## config.mk

```make
export PLATFORM = sky130hd
export DESIGN_NAME = memory_arbiter
export DESIGN_NICKNAME = d
export VERILOG_FILES = /design/src/rtl/memory_arbiter.sv
export SDC_FILE = /design/constraint.sdc
export NUM_CORES = 1
export LEC_CHECK = 0
export ABC_AREA = 1
export CAP_MARGIN = 20
export CORE_AREA = 2 2 321 323
export CTS_BUF_LIST = sky130_fd_sc_hd__clkbuf_8
export DETAILED_ROUTE_END_ITERATION = 16
export DIE_AREA = 0 0 323 325
export PLACE_DENSITY = 0.39
export SYNTH_ARGS = -nofsm -noshare
export SYNTH_HDL_FRONTEND = slang
export SYNTH_SLANG_ARGS = --single-unit
```

## constraint.sdc

```tcl
create_clock -name clk -period 3 [get_ports clk]
set_input_delay 0.6 -clock clk [delete_from_list [all_inputs] [get_ports clk]]
set_output_delay 0.6 -clock clk [all_outputs]
set_load 0.01 [all_outputs]
```

## src/rtl/memory_arbiter.sv

```systemverilog
// Shares one main-memory port between icache (I) and dcache (D); one line transaction at a time.
// Optional macro ARBITER_ROUND_ROBIN_EN: alternate grants on ties instead of fixed D-over-I priority.
module memory_arbiter #(
  parameter int ADDR_WIDTH     = 12,
  parameter int LINE_WIDTH     = 128,
  parameter int TIMEOUT_CYCLES = 255
) (
  input  logic                  clk,
  input  logic                  reset,

  input  logic                  i_req,
  input  logic                  i_op,
  input  logic [ADDR_WIDTH-1:0] i_address,
  input  logic [LINE_WIDTH-1:0] i_data_in,
  output logic [LINE_WIDTH-1:0] i_data_out,
  output logic                  i_done,
  output logic                  i_busy,

  input  logic                  d_req,
  input  logic                  d_op,
  input  logic [ADDR_WIDTH-1:0] d_address,
  input  logic [LINE_WIDTH-1:0] d_data_in,
  output logic [LINE_WIDTH-1:0] d_data_out,
  output logic                  d_done,
  output logic                  d_busy,

  output logic                  mem_enable,
  output logic                  mem_op_init,
  output logic                  mem_op,
  output logic [ADDR_WIDTH-1:0] mem_address,
  output logic [LINE_WIDTH-1:0] mem_data_in,
  output logic                  mem_op_done,
  input  logic [LINE_WIDTH-1:0] mem_data_out,
  input  logic                  mem_data_ready,
  input  logic                  mem_memory_in_use,
  output logic                  timeout
);

  typedef enum logic [1:0] {
    S_IDLE    = 2'd0,
    S_WAIT    = 2'd1,
    S_RELEASE = 2'd2
  } state_t;

  localparam logic [7:0] TIMEOUT_LIMIT = 8'(TIMEOUT_CYCLES);

  state_t     state, state_nxt;
  logic       owner_is_d;
  logic [7:0] count;
  logic       grant, grant_d;
  logic       complete, expire;

`ifdef ARBITER_ROUND_ROBIN_EN
  logic last_grant;  // 1 = D

  always_ff @(posedge clk or negedge reset) begin
    if (!reset)
      last_grant <= 1'b0;
    else if (grant)
      last_grant <= grant_d;
  end
`endif

  always_comb begin
    grant   = 1'b0;
    grant_d = 1'b0;
    if (state == S_IDLE && !mem_memory_in_use && (i_req || d_req)) begin
      grant = 1'b1;
`ifdef ARBITER_ROUND_ROBIN_EN
      if (i_req && d_req)
        grant_d = ~last_grant;
      else
        grant_d = d_req;
`else
      grant_d = d_req;
`endif
    end
  end

  always_comb begin
    state_nxt = state;
    complete  = 1'b0;
    expire    = 1'b0;
    case (state)
      S_IDLE:    if (grant) state_nxt = S_WAIT;
      S_WAIT: begin
        // Memory completion wins over a timeout landing on the same edge.
        if (mem_data_ready) begin
          complete  = 1'b1;
          state_nxt = S_RELEASE;
        end else if (count == TIMEOUT_LIMIT) begin
          expire    = 1'b1;
          state_nxt = S_RELEASE;
        end
      end
      S_RELEASE: state_nxt = S_IDLE;
      default:   state_nxt = S_IDLE;
    endcase
  end

  always_ff @(posedge clk or negedge reset) begin
    if (!reset) begin
      state       <= S_IDLE;
      owner_is_d  <= 1'b0;
      count       <= '0;
      mem_enable  <= 1'b0;
      mem_op_init <= 1'b0;
      mem_op      <= 1'b0;
      mem_address <= '0;
      mem_data_in <= '0;
      mem_op_done <= 1'b0;
      i_done      <= 1'b0;
      d_done      <= 1'b0;
      i_data_out  <= '0;
      d_data_out  <= '0;
      timeout     <= 1'b0;
    end else begin
      state       <= state_nxt;
      mem_op_init <= grant;
      mem_op_done <= complete | expire;
      i_done      <= (complete | expire) & ~owner_is_d;
      d_done      <= (complete | expire) & owner_is_d;

      if (grant) begin
        owner_is_d  <= grant_d;
        mem_op      <= grant_d ? d_op      : i_op;
        mem_address <= grant_d ? d_address : i_address;
        mem_data_in <= grant_d ? d_data_in : i_data_in;
        mem_enable  <= 1'b1;
        count       <= '0;
      end else if (state == S_WAIT) begin
        if (complete || expire) begin
          mem_enable <= 1'b0;
          count      <= '0;
        end else begin
          count <= count + 8'd1;
        end
      end

      if (expire)
        timeout <= 1'b1;

      if (complete && !mem_op) begin
        if (owner_is_d)
          d_data_out <= mem_data_out;
        else
          i_data_out <= mem_data_out;
      end
    end
  end

  // The non-owner is told to wait from grant until the turnaround cycle ends.
  always_comb begin
    i_busy = 1'b0;
    d_busy = 1'b0;
    if (state == S_WAIT || state == S_RELEASE) begin
      i_busy = owner_is_d;
      d_busy = ~owner_is_d;
    end
  end

endmodule

```

==> results.ini <==
[timing]
worst_clock_skew_ns=0.0226
setup_viol=0
min_period_over_period_pct=92.5
fmax_ghz=0.360
grt_setup_unrepaired=false
setup_tns_ns=0
final_max_slew_viol_count=0
setup_ws_ns=0.224
tightest_slew_ns=0.790
relSlewSlack_pct=47.3
timing_hold_violations_final=0
post-route-min-period_ns=2.78

[synthesis]
yosys.area.top_type=dfrtp_1
synth.distinct_cells=24
syn_avg_cell_area_um2=9.05
synth_nets=2257
synth_most_common_cell=nand2_1
syn_inst=1837
synth_area_um2=16600
yosys-mux-area-fraction_pct=0
synth-compound-area-share_pct=14.3
synth-async-reset-ratio_pct=100
ys.flop_type=dfrtp_1
yosys-top-cells-area=dfrtp_1 (62%), nand2_1 (12%), o21ai_0 (10%)
yosys.area_share.xor_xnor_pct=0
synth_edf_count=0
synth_top_family_by_area=simple AND/OR/NAND/NOR gates
synthSimpleGateAreaFrac_pct=16.2
yosys.area_share.adder_pct=0.301
yosys_warnings=0
synthTopCellsByCount=nand2_1 (528), dfrtp_1 (414), o21ai_0 (346), nor2_1 (148), inv_1 (147)
yosysSeqAreaShare_pct=62.3
synth_top_area_share_pct=62.3
ys_ff_latch=414

[worst_setup_path]
path_cells=inv_1, ha_1, inv_1, nor2_1, clkdlybuf4s50_1
startpoint_type=flip-flop
required_ns=2.40
r2r_cells=9
cp-end-kind=primary output
cp.arrival_ns=2.18
worstSetupStartpoint=state[1]$_DFFE_PN0P_
worst_path_dominant_cell_family=buffers and inverters
slowest_stage=clkdlybuf4s50_1
crit_type=reg2out
r2r_end=mem_data_in[61]$_DFFE_PN0P_
cp_num_buf_inv=3
crit_fanout=3
ff2ff_setup_slack_ns=1.03
cpPeakStageDelay_ns=0.62
worstReg2RegStart=state[1]$_DFFE_PN0P_
crit_top_cell=inv_1

[floorplan]
die_w_um=323
row_count=117
coreArea_um2=101000
die_h_um=325
start_util_pct=16.4
ioPinCount=821
fp.dieArea_um2=105000

[routing]
drt-pass1-iter-count=5
drtAntennaViolNets=0
wl_per_cell_um=17.9
vias_per_cell=3.83
drcViolationCount=0
vias=15755
routed_wl_mm=73.5
drtIter0Drc=720

[place]
placed_cell_area_um2=26600
io_buffers=820
hpwlAfterDp_mm=55.6
place.gp.congestion=0.799
place_inst=3951
place_ws_ns=0.627

[global_route]
track_usage_pct=13.7
grt_pass1_vias=16557
antenna_found_initial=12
gr-total-overflow=0
grt_max_degree=142
grt_pass1_wl_mm=108

[job]
maxCapViolCount=0

[cts]
cts_setup_buffers=0
cts_sinks=414
insertion_delay_ns=0.70
htree_levels=3
numCtsBuffers=86
clock_path_buffers=3
cts.reportedPaths.clkPinSlew_ns=0.05
cts_tree=done
root_buffer=clkbuf_8

[cells_and_area]
instances_no_fill=4110
utilization_pct=27.9
syn_to_final_growth_pct=70.2
nets=3092
drive_above_1_share_pct=6.82
final_cell_area_um2=28300

[pwr]
leakage_nw=12.6
ir_drop_mv=0.340
switchingPower_mw=9.81
powerDensity_nw_per_um2=975
p_int_mw=17.8
clkPwrFrac_pct=21.6
comb_power_share_pct=42.9
swShare_pct=35.6
p_seq_share_pct=35.6

[min_path]
holdPathEnd=mem_data_in[10]$_DFFE_PN0P_
whs_path_depth=4
hold_start=d_req
min_path_type=in2reg

[run_status]
run_status=finished clean

-- power by group through the flow --
stage               sequential, mW  combinational, mW  clock [mW]
floorplan                     10.9               2.97           0
global placement              9.83               12.1           0
detailed placement            9.90               12.1           0
CTS                           9.85               12.1        6.30
global route                  10.2               12.9        6.54
finish                        9.81               11.8        5.95
-- final cells by class --
| class | count | area, um2 |
|---|---|---|
| multi-input combinational | 1155 | 5130 |
| fill | 10876 | 73000 |
| clock buffer | 107 | 1470 |
| sequential | 414 | 10400 |
| timing repair buffer | 866 | 8800 |
| inverter | 149 | 569 |
| antenna | 2 | 5.00 |
| tap | 1368 | 1710 |
| clock inverter | 49 | 241 |
-- flip-flops by register name, indices dropped and copies added (netlist names) --
signal,count
mem_data_in,128
i_data_out,128
mem_address,12
i_done,1
mem_op,1
timeout,1
mem_op_done,1
owner_is_d,1
d_data_out,128
d_done,1
count,8
state,2
mem_op_init,1
mem_enable,1
-- worst min-delay path: cells and delay by family --
family / cells / cell delay (ns)
buffers and inverters: 2 / 0.22
AOI/OAI and AO/OA: 1 / 0.07
and+or+nand+nor: 1 / 0.09
-- placed cells by master (no fill, tap or decap) --
cell             synthesis  routed
nor3_1                   2       2
buf_8                    0       1
a21oi_1                  1       1
buf_12                   0      19
nand4_1                  2       2
nand2_2                  1       1
nand3_1                  7       7
o21ai_1                 11      11
clkbuf_8                 0     107
clkdlybuf4s50_1          0     818
o211ai_1                11      11
diode_2                  0       2
o21ai_0                346     346
a31oi_1                 81      81
clkinvlp_4               0       4
or2_2                   11      11
bufinv_16                0       1
dfrtp_1                414     414
inv_6                    1       3
clkinv_2                 0       9
nand2_1                528     526
ha_1                     4       4
nand2_4                  1       3
dlygate4sd3_1            0       1
nor2_1                 148     148
buf_4                    4      27
inv_1                  147     181
nor2_2                   1       1
-- cells by family after synthesis --
logic type,count (synthesis)
AOI/OAI and AO/OA,450
adders and majority gates,4
buffers and inverters,268
DFF,414
and+or+nand+nor,701
-- through the flow --
| stage | power (mW) | hold WS [ns] |
|---|---|---|
| floorplan | 13.8 | 0.304 |
| global placement | 21.9 | 0.457 |
| detailed placement | 22.0 | 0.465 |
| CTS | 28.3 | 0.221 |
| global route | 29.6 | 0.295 |
| finish | 27.6 | 0.350 |
-- worst max-delay path by stage --
stage	endpoint	slack (ns)	cells after the start
floorplan	mem_address[2]$_DFFE_PN0P_	1.49	9
global placement	i_data_out[45]$_DFFE_PN0P_	0.67	8
detailed placement	i_data_out[31]$_DFFE_PN0P_	0.63	8
CTS	d_busy	0.08	5
global route	d_busy	0.01	5
finish	d_busy	0.22	5
-- what timing repair did --
action	CTS	global route
resized for setup	0	0
endpoints found under the hold margin	43	0
endpoints found under the setup margin	0	0
hold buffers	1	0
-- routing by layer --
metal | part of all wire, % | routed length (um) | track usage [%]
met3 | 11 | 8370 | 6.46
met4 | 3.0 | 2190 | 5.21
met2 | 48 | 35000 | 22.8
met5 | 0.15 | 113 | 0
met1 | 38 | 27800 | 15.0
(Power assumes the default switching activity.)
